==> config.mk <==
export PLATFORM = sky130hd
export DESIGN_NAME = congestion_detector
export DESIGN_NICKNAME = d
export VERILOG_FILES = /design/src/rtl/congestion_detector.sv
export SDC_FILE = /design/constraint.sdc
export NUM_CORES = 1
export LEC_CHECK = 0
export CAP_MARGIN = 20
export CELL_PAD_IN_SITES_DETAIL_PLACEMENT = 1
export CELL_PAD_IN_SITES_GLOBAL_PLACEMENT = 1
export CORE_MARGIN = 2
export CORE_UTILIZATION = 37
export CTS_CLUSTER_SIZE = 24
export DETAILED_ROUTE_END_ITERATION = 7
export PLACE_DENSITY = 0.83
export RECOVER_POWER = 100
export SLEW_MARGIN = 20
export SYNTH_ARGS = -nofsm -noshare
export SYNTH_HDL_FRONTEND = slang
export SYNTH_SLANG_ARGS = --single-unit
==> constraint.sdc <==
create_clock -name clk -period 2.6 [get_ports clk]
set_input_delay 0.39 -clock clk [delete_from_list [all_inputs] [get_ports clk]]
set_output_delay 0.39 -clock clk [all_outputs]
set_load 0.02 [all_outputs]
==> src/rtl/congestion_detector.sv <==
// congestion_detector
// Estimates the main-road vehicle queue from arrival pulses and a fixed-rate
// drain that runs while the main road is GO / GO-ATTENTION.  It raises a
// congestion request for the traffic-light controller. The request is raised
// only after the queue has stayed high for several samples, and it is held
// until the queue falls to the low threshold (hysteresis).
module congestion_detector #(
  parameter int HIGH_TH   = 12,
  parameter int LOW_TH    = 4,
  parameter int QMAX      = 31,
  parameter int CNT_W     = 5,
  parameter int DRAIN_PER = 2,
  parameter int CONFIRM   = 3
) (
  input  logic             clk,
  input  logic             rst,
  input  logic             car_in,
  input  logic [1:0]       main_state,
  output logic             cong,
  output logic [CNT_W-1:0] queue,
  output logic             overflow
);

  // Widths of the internal counters.  The drain timer needs at least one bit
  // even when DRAIN_PER is 1.
  localparam int DRAIN_W = (DRAIN_PER > 1) ? $clog2(DRAIN_PER) : 1;
  localparam int CONF_W  = (CONFIRM > 1) ? $clog2(CONFIRM) : 1;

  localparam logic [CNT_W-1:0]   HIGH_Q     = CNT_W'(HIGH_TH);
  localparam logic [CNT_W-1:0]   LOW_Q      = CNT_W'(LOW_TH);
  localparam logic [CNT_W-1:0]   QMAX_Q     = CNT_W'(QMAX);
  localparam logic [DRAIN_W-1:0] DRAIN_LAST = DRAIN_W'(DRAIN_PER - 1);
  localparam logic [CONF_W-1:0]  CONF_LOAD  = CONF_W'(CONFIRM - 1);
  localparam logic [CONF_W-1:0]  CONF_ONE   = CONF_W'(1);

  typedef enum logic [1:0] {
    CLEAR   = 2'd0,
    PENDING = 2'd1,
    CONG    = 2'd2
  } cong_state_t;

  logic [DRAIN_W-1:0] drain_cnt;
  logic [CONF_W-1:0]  conf_cnt;
  logic [CONF_W-1:0]  conf_cnt_next;
  cong_state_t        state;
  cong_state_t        state_next;

  logic go;
  logic drain_wrap;
  logic arr;
  logic dep;

  // Main road is draining in GO (2) and GO-ATTENTION (3).
  assign go         = (main_state == 2'd2) || (main_state == 2'd3);
  assign drain_wrap = (drain_cnt == DRAIN_LAST);
  assign arr        = car_in;
  assign dep        = go && drain_wrap && (queue != '0);

  // Drain timer: runs freely through a GO phase and restarts whenever the main road stops.
  always_ff @(posedge clk) begin
    if (rst) begin
      drain_cnt <= '0;
    end else if (!go) begin
      drain_cnt <= '0;
    end else if (drain_wrap) begin
      drain_cnt <= '0;
    end else begin
      drain_cnt <= drain_cnt + DRAIN_W'(1);
    end
  end

  // Queue estimate: saturating counter.  An arrival and a departure on the same edge cancel.
  always_ff @(posedge clk) begin
    if (rst) begin
      queue    <= '0;
      overflow <= 1'b0;
    end else if (arr && !dep) begin
      if (queue == QMAX_Q) begin
        overflow <= 1'b1;
      end else begin
        queue <= queue + CNT_W'(1);
      end
    end else if (!arr && dep) begin
      queue <= queue - CNT_W'(1);
    end
  end

  // Congestion FSM state and confirmation counter registers.
  always_ff @(posedge clk) begin
    if (rst) begin
      state    <= CLEAR;
      conf_cnt <= '0;
    end else begin
      state    <= state_next;
      conf_cnt <= conf_cnt_next;
    end
  end

  // Next-state logic, driven by the queue value registered before this edge.
  always_comb begin
    state_next    = state;
    conf_cnt_next = conf_cnt;
    unique case (state)
      CLEAR: begin
        if (queue >= HIGH_Q) begin
          state_next    = PENDING;
          conf_cnt_next = CONF_LOAD;
        end
      end
      PENDING: begin
        if (queue < HIGH_Q) begin
          state_next = CLEAR;
        end else if (conf_cnt == CONF_ONE) begin
          state_next = CONG;
        end else begin
          conf_cnt_next = conf_cnt - CONF_W'(1);
        end
      end
      CONG: begin
        if (queue <= LOW_Q) begin
          state_next = CLEAR;
        end
      end
      default: begin
        state_next = CLEAR;
      end
    endcase
  end

  // Output decode of the registered state.
  always_comb begin
    cong = (state == CONG);
  end

endmodule
# Yosys cells after proc, flatten, opt, wreduce, memory -nomap -nowiden
# Index checks and enable logic that the tools add are counted.
# word_totals
reg_bits	11
in_bits	5
# op_classes
bitwise	1
magnitude_cmp	3
n_reduce_logical	16
muxes	12
n_eq_ne	12
add_sub_neg	4
# op_table
operator	count
$mux W5	3
$mux W2	7
$ne A2 B2 Y1 const B	4
$eq A2 B2 Y1 const B	3
$pmux W2 S3	1
$add A5 B1 Y5 const B	1
$eq A5 B5 Y1 const B	1
$ge A5 B4 Y1 const B	1
$le A5 B3 Y1 const B	1
$lt A5 B4 Y1 const B	1
$reduce_bool A5 Y1	1
$sub A5 B1 Y5 const B	1
$eq A2 B1 Y1 const B	2
$logic_and A1 B1 Y1	4
$pmux W2 S2	1
$reduce_and A2 Y1	2
$reduce_and A4 Y1	1
$reduce_bool A2 Y1	2
$ne A3 B3 Y1 const B	1
$reduce_and A3 Y1	1
$reduce_or A3 Y1	1
$logic_not A1 Y1	2
$logic_not A2 Y1	1
$ne A2 B1 Y1 const B	1
other kinds (4)	4

# Depth between registers and ports, before layout
# Gate-level depths: netlist (run 1).
# depth
word_depth	8
mapped_depth	8
mapped_depth_nobuf	8

# Least setup slack after synthesis (run 1)
# OpenSTA, ideal clock, no wires.
# synth_timing
path_type	flip-flop to flip-flop
from	register queue[0]
to	register queue[3]
arrival_time_ns	2.370
setup_ns	0.123
stages_incl_launch_ff	9
path_slack_ns	0.106
period_less_slack_ns	2.494
required_ns	2.477
path_cell_list	dfxtp_1 > or4_4 > o211ai_2 > nand2_1 > ha_1 > a21oi_1 > a21o_1 > a21oi_1 > mux2_1
# synth_between
elab_chain_len	6
word_cells_on_any_way	14
cone_classes	add/sub: 2; eq/ne: 2; mux: 3; reduce/logical: 7
# synth_rtl
element	line	rtl
start, declared	20	output logic [CNT_W-1:0] queue,
start signal, assigned	81	queue <= queue + CNT_W'(1);
start signal, assigned	84	queue <= queue - CNT_W'(1);
branches (longest 6 deep; another with $sub A5 B1 Y5)	n/a	
# Several ways; the timed one is not identified. The select of a mux whose other input is x is not followed.
# A chain may end at the register's enable or synchronous reset.

# Final worst setup path (run 1)
# layout_timing
from	register queue[3]
to	register queue[4]
# Same word-level chain as after synthesis.

==> results.py, run 1 <==
metrics = {
    "timing": {
        "slew_headroom_pct": 44.0,
        "finalHoldViolations": 0,
        "setup_violations": 0,
        "worst_pin_slew_ns": 0.833,
        "tns_ns": 0,
        "period_needed_ns": 2.39,
        "skew_ns": 0.00589,
        "slew_violations": 0,
        "post-route-period-util_pct": 92.0,
        "rsz0062_at_grt": "no",
        "fmax_mhz": 418,
    },
    "route": {
        "drc_errors": 0,
        "vias": 608,
        "vias_per_cell": 5.20,
        "drtIter0Drc": 6,
        "totalWireLength_um": 1510,
        "detail_route.wl_per_cell_um": 12.9,
        "ant_nets": 0,
        "dr.pass1.iters": 4,
    },
    "finish": {
        "fill_cells": 217,
        "layout-drive-gt1-share_pct": 7.61,
        "fin_nets": 103,
        "post-route-util_pct": 48.0,
        "antennaDiodeCount": 0,
        "syn_to_final_growth_pct": 23.4,
        "regArea_um2": 220,
        "multi_input_area_um2": 408,
    },
    "worst_setup_path": {
        "cp-start-kind": "flip-flop",
        "cp.required_ns": 2.78,
        "r2r_slack_ns": 0.21,
        "crit_type": "reg -> reg",
        "worstReg2RegStart": "queue[3]",
        "reg2reg_to": "queue[4]",
        "r2r_cells": 8,
        "worstPathArrival_ns": 2.57,
        "path_max_fanout": 4,
        "crit_path_end_kind": "flip-flop",
    },
    "placed_design": {
        "gp_congestion": 0.809,
        "io_buffers": 10,
        "dp_hpwl_um": 1190,
    },
    "yosys": {
        "syn-cell-area_um2": 664,
        "ys_dominant_reg_cell": "dfxtp_1",
        "ys_ff_latch": 11,
        "yosys.cell_types.count": 31,
        "synth_top_cell_by_area": "dfxtp_1",
        "avgSynthCellArea_um2": 8.86,
        "synth-seq-area-share_pct": 33.1,
        "synthTopCellsByArea": "dfxtp_1, ha_1, nand2_1, nor2_1, mux2i_1",
        "ys_async_sr_fraction_pct": 0,
        "netlist_instances": 75,
        "synth-edff-count": 0,
        "syn-num-nets": 85,
        "synth_warnings": 0,
        "synth_top_area_share_pct": 33.1,
    },
    "power_and_ir_drop": {
        "powerDensity_nw_per_um2": 656,
        "ir_drop_mv": 0.298,
        "power_leakage_uw": 0.000357,
        "p_total_uw": 537,
    },
    "worst_hold_path": {
        "hp-start": "drain_cnt",
        "worstHoldPathCells": 1,
        "hold_end": "drain_cnt",
        "hp-class": "reg -> reg",
    },
    "floorplanning": {
        "top_level_ports": 12,
        "dieArea_um2": 2150,
        "initial_core_util_pct": 38.9,
        "fp-row-count": 15,
        "fp.dieW_um": 46.4,
        "die_h_um": 46.4,
        "core_um2": 1710,
    },
    "global_routing": {
        "grt_pass1_vias": 568,
        "overflow": 0,
        "antenna_found_initial": 0,
        "grt_first_pass_wirelength_um": 2490,
        "grt_usage_pct": 17.0,
        "grt_max_degree": 12,
    },
    "clock_network": {
        "cts_setup_buffers": 0,
        "cts-resized-gates": 0,
        "cts_tree": "yes",
        "numCtsBuffers": 3,
        "htreeDepth": 1,
        "clk_latency_ns": 0.27,
        "clock_path_buffers": 2,
        "path_clk_slew_ns": 0.08,
        "cts_sinks": 11,
        "cts_root_buf": "clkbuf_4",
        "ctsHoldBuffers": 0,
    },
    "outcome": {
        "status": "complete, no violations",
    },
    "flow_run": {
        "maxCapViolCount": 0,
    },
}
how the worst max path moves through the flow:
stage / from / endpoint / cells after the start
after floorplan: queue[0] / queue[3] / 8
after global placement: queue[3] / queue[4] / 8
after detailed placement: queue[3] / queue[4] / 8
after CTS: queue[3] / queue[4] / 8
after global routing: queue[3] / queue[4] / 8
final: queue[3] / queue[4] / 8
metal layers:
layer | wire [µm] | up-vias | GRT usage, %
met5 | 0 | - | 0
met4 | 23 | 0 | 6.86
met3 | 42 | 4 | 3.53
met2 | 766 | 10 | 29.2
met1 | 679 | 290 | 20.3
li1 | - | 304 | -
cell type report:
class | instances | area share [%]
clock buffer | 4 | 3.21
inverter | 3 | 1.37
multi-input combinational | 60 | 49.8
sequential | 11 | 26.9
tap | 25 | 3.82
timing repair buffer | 14 | 15.0
power by group:
group | total [µW] | leakage [µW] | internal (µW) | switching [µW]
sequential | 213 | 0.0000900 | 190 | 22.5
clock | 120 | 0.0000150 | 59.3 | 60.5
combinational | 205 | 0.000252 | 93.1 | 112
state kept, by name, indices dropped and copies added (netlist names):
| signal | count |
|---|---|
| state | 2 |
| drain_cnt | 1 |
| overflow | 1 |
| conf_cnt | 2 |
| queue | 5 |
per-stage QoR:
| stage | setup slack (ns) | cell area (µm²) | instances | hold slack (ns) |
|---|---|---|---|---|
| after floorplan | 0.106 | 664 | 75 | 0.458 |
| after global placement | 0.290 | 822 | 113 | 0.455 |
| after detailed placement | 0.213 | 822 | 113 | 0.465 |
| after CTS | 0.192 | 848 | 117 | 0.485 |
| after global routing | 0.0529 | 820 | 117 | 0.492 |
| final | 0.208 | 820 | 117 | 0.468 |
cell usage after synthesis (all sizes together) (2+ instances only):
cell type	count
mux2	2
ha	4
nor2	9
nor3b	2
mux2i	3
nand3	4
nor2b	3
dfxtp	11
nand2	9
inv	3
a21oi	5
kinds of logic (layout without fill, tap and decap cells):
group | count (synthesis) | count (layout) | synth area share, %
and+or+nand+nor | 33 | 33 | 25.0
adders and majority gates | 5 | 5 | 10.5
buffers and inverters | 4 | 21 | 2.26
DFF | 11 | 11 | 33.1
xor gates and xnor gates | 1 | 1 | 1.32
muxes | 5 | 5 | 7.91
AOI/OAI and AO/OA | 16 | 16 | 19.8
worst max-delay path, cell delays in order, from the launching register on:
cell,delay [ns]
dfxtp_1,0.31
or4_1,0.55
o211ai_2,0.17
nand2_1,0.17
fa_1,0.45
nand3_1,0.13
nand2_1,0.09
and3_1,0.17
o32ai_1,0.25
layout by cell type (no fill, tap or decap), drive strengths merged:
cell	netlist	routed
dfxtp	11	11
nand2	9	9
nor2	9	9
dlygate4sd3	0	8
clkbuf	1	6
a21oi	5	5
nand3	4	4
ha	4	4
inv	3	3
nor2b	3	3
mux2i	3	3
nor3b	2	2
mux2	2	2
clkdlybuf4s50	0	2
buf	0	2
or4	1	1
o211ai	1	1
o2111ai	1	1
o21a	1	1
and3	1	1
or2	1	1
a2bb2oi	1	1
o32ai	1	1
a31oi	1	1
a211oi	1	1
nor4bb	1	1
nor3	1	1
o21ai	1	1
a32oi	1	1
a21boi	1	1
a21o	1	1
and2	1	1
xor2	1	1
fa	1	1
Power figures use the tool's default switching activity.
==> run 2, diff against run 1 <==
--- a/config.mk
+++ b/config.mk
@@ -10,10 +10,12 @@
 export CELL_PAD_IN_SITES_GLOBAL_PLACEMENT = 1
 export CORE_MARGIN = 2
 export CORE_UTILIZATION = 37
+export CTS_CLUSTER_DIAMETER = 40
 export CTS_CLUSTER_SIZE = 24
 export DETAILED_ROUTE_END_ITERATION = 7
 export PLACE_DENSITY = 0.83
 export RECOVER_POWER = 100
+export SETUP_SLACK_MARGIN = 0.1
 export SLEW_MARGIN = 20
 export SYNTH_ARGS = -nofsm -noshare
 export SYNTH_HDL_FRONTEND = slang
==> run 2 against run 1 <==
Via count increased by 0.16%. Utilization rose by 0.37 points. Count of clock-buffer cells in the layout did not move.
==> results.py, run 2 (synthesis results as in run 1) <==
metrics = {
    "outcome": {
        "status": "complete, no violations",
    },
    "clock_network": {
        "path_clk_slew_ns": 0.08,
        "numCtsBuffers": 3,
        "clk_latency_ns": 0.27,
        "htreeDepth": 1,
        "cts_root_buf": "clkbuf_4",
        "cts_sinks": 11,
        "clock_path_buffers": 2,
        "ctsHoldBuffers": 0,
        "cts_tree": "yes",
    },
    "worst_setup_path": {
        "crit_type": "reg -> reg",
        "path_cells": "or4_1 -> o2111ai_1 -> a21boi_0 -> mux2_1",
        "crit_path_end_kind": "flip-flop",
        "cp.required_ns": 2.75,
        "r2r_slack_ns": 0.22,
        "cp-start-kind": "flip-flop",
        "path_buf_inv": 0,
        "worstPathArrival_ns": 2.53,
        "cp_top_family": "compound AO/OA/AOI/OAI gates",
        "path_max_fanout": 4,
        "max_stage_delay_ns": 0.72,
        "crit_slowest_cell": "a21boi_0",
    },
    "floorplanning": {
        "top_level_ports": 12,
        "die_h_um": 46.4,
        "core_um2": 1710,
        "dieArea_um2": 2150,
        "fp.dieW_um": 46.4,
        "fp-row-count": 15,
        "initial_core_util_pct": 38.9,
    },
    "power_and_ir_drop": {
        "ir_drop_mv": 0.299,
        "power_leakage_uw": 0.000360,
        "powerDensity_nw_per_um2": 653,
    },
    "finish": {
        "syn_to_final_growth_pct": 24.3,
        "fin_nets": 103,
        "final_common_cell": "dfxtp_1",
        "multi_input_area_um2": 410,
        "top_regs": "queue (5), conf_cnt (2), state (2)",
        "largest_register_ffs": 5,
        "mostFrequentLayoutCells": "dfxtp_1, nor2_1, nand2_1, dlygate4sd3_1, a21oi_1",
        "fill_cells": 214,
        "post-route-util_pct": 48.4,
        "top_register": "queue",
        "regArea_um2": 220,
        "layout-drive-gt1-share_pct": 9.78,
        "antennaDiodeCount": 0,
    },
    "timing": {
        "tns_ns": 0,
        "finalHoldViolations": 0,
        "post-route-period-util_pct": 91.5,
        "setup_violations": 0,
        "slew_violations": 0,
        "setup_ws_ns": 0.222,
        "skew_ns": 0.00573,
        "fmax_mhz": 421,
        "worst_pin_slew_ns": 0.829,
        "rsz0062_at_grt": "no",
        "period_needed_ns": 2.38,
        "slew_headroom_pct": 44.2,
    },
    "route": {
        "drc_errors": 0,
        "drtIter0Drc": 6,
        "totalWireLength_um": 1520,
        "ant_nets": 0,
        "vias": 609,
        "dr.pass1.iters": 3,
        "detail_route.wl_per_cell_um": 13.0,
        "vias_per_cell": 5.21,
    },
    "global_routing": {
        "overflow": 0,
        "grt_usage_pct": 17.0,
        "grt_max_degree": 12,
        "antenna_found_initial": 0,
        "grt_pass1_vias": 568,
        "grt_first_pass_wirelength_um": 2490,
    },
    "worst_hold_path": {
        "hp-class": "reg -> reg",
    },
    "placed_design": {
        "io_buffers": 10,
        "dp_hpwl_um": 1190,
        "place_ws_ns": 0.213,
        "gp_congestion": 0.809,
    },
    "flow_run": {
        "maxCapViolCount": 0,
    },
}
[run 2: changes by cell type in the layout (fill, tap and decap cells not counted), sizes merged]
cell    delta
clkbuf     -1
buf        +1
[run 2: repair_timing]
action,4_1_cts,5_1_grt
endpoints found under the setup margin,0,2
setup buffers,0,0
hold endpoints to repair,0,0
resized for setup,0,1
[run 2: final cells by class]
cell class                 count  area share, %
clock buffer                   4           3.18
inverter                       3           1.36
multi-input combinational     60           49.7
sequential                    11           26.7
tap                           25           3.79
timing repair buffer          14           15.3
[run 2: metrics by stage]
stage               total power (µW)  instance area, µm²  hold slack [ns]  std cells
finish                           540                 826            0.468        117
global route                     585                 826            0.492        117
CTS                              568                 848            0.485        117
detailed placement               445                 822            0.465        113
global placement                 437                 822            0.455        113
floorplan                        364                 664            0.458         75
[run 2: path summary, 6_finish.rpt]
kind              from   endpoint  cells past startpoint
max           queue[3]   queue[0]                      4
min reg2reg  drain_cnt  drain_cnt                      1
min          drain_cnt  drain_cnt                      1
max reg2reg   queue[3]   queue[0]                      4
[run 2: layer usage]
layer  vias up  part of all wire, %  GRT usage (%)
met3         4                  2.4           3.53
met1       292                   45           20.3
met4         0                  1.5           6.86
met2         8                   51           29.2
li1        305                    -              -
met5         -                    0              0
[run 2: power breakdown]
group          switching, µW  internal, µW
logic                    113          94.2
registers               23.0           190
clock network           60.3          59.3
total                    196           344
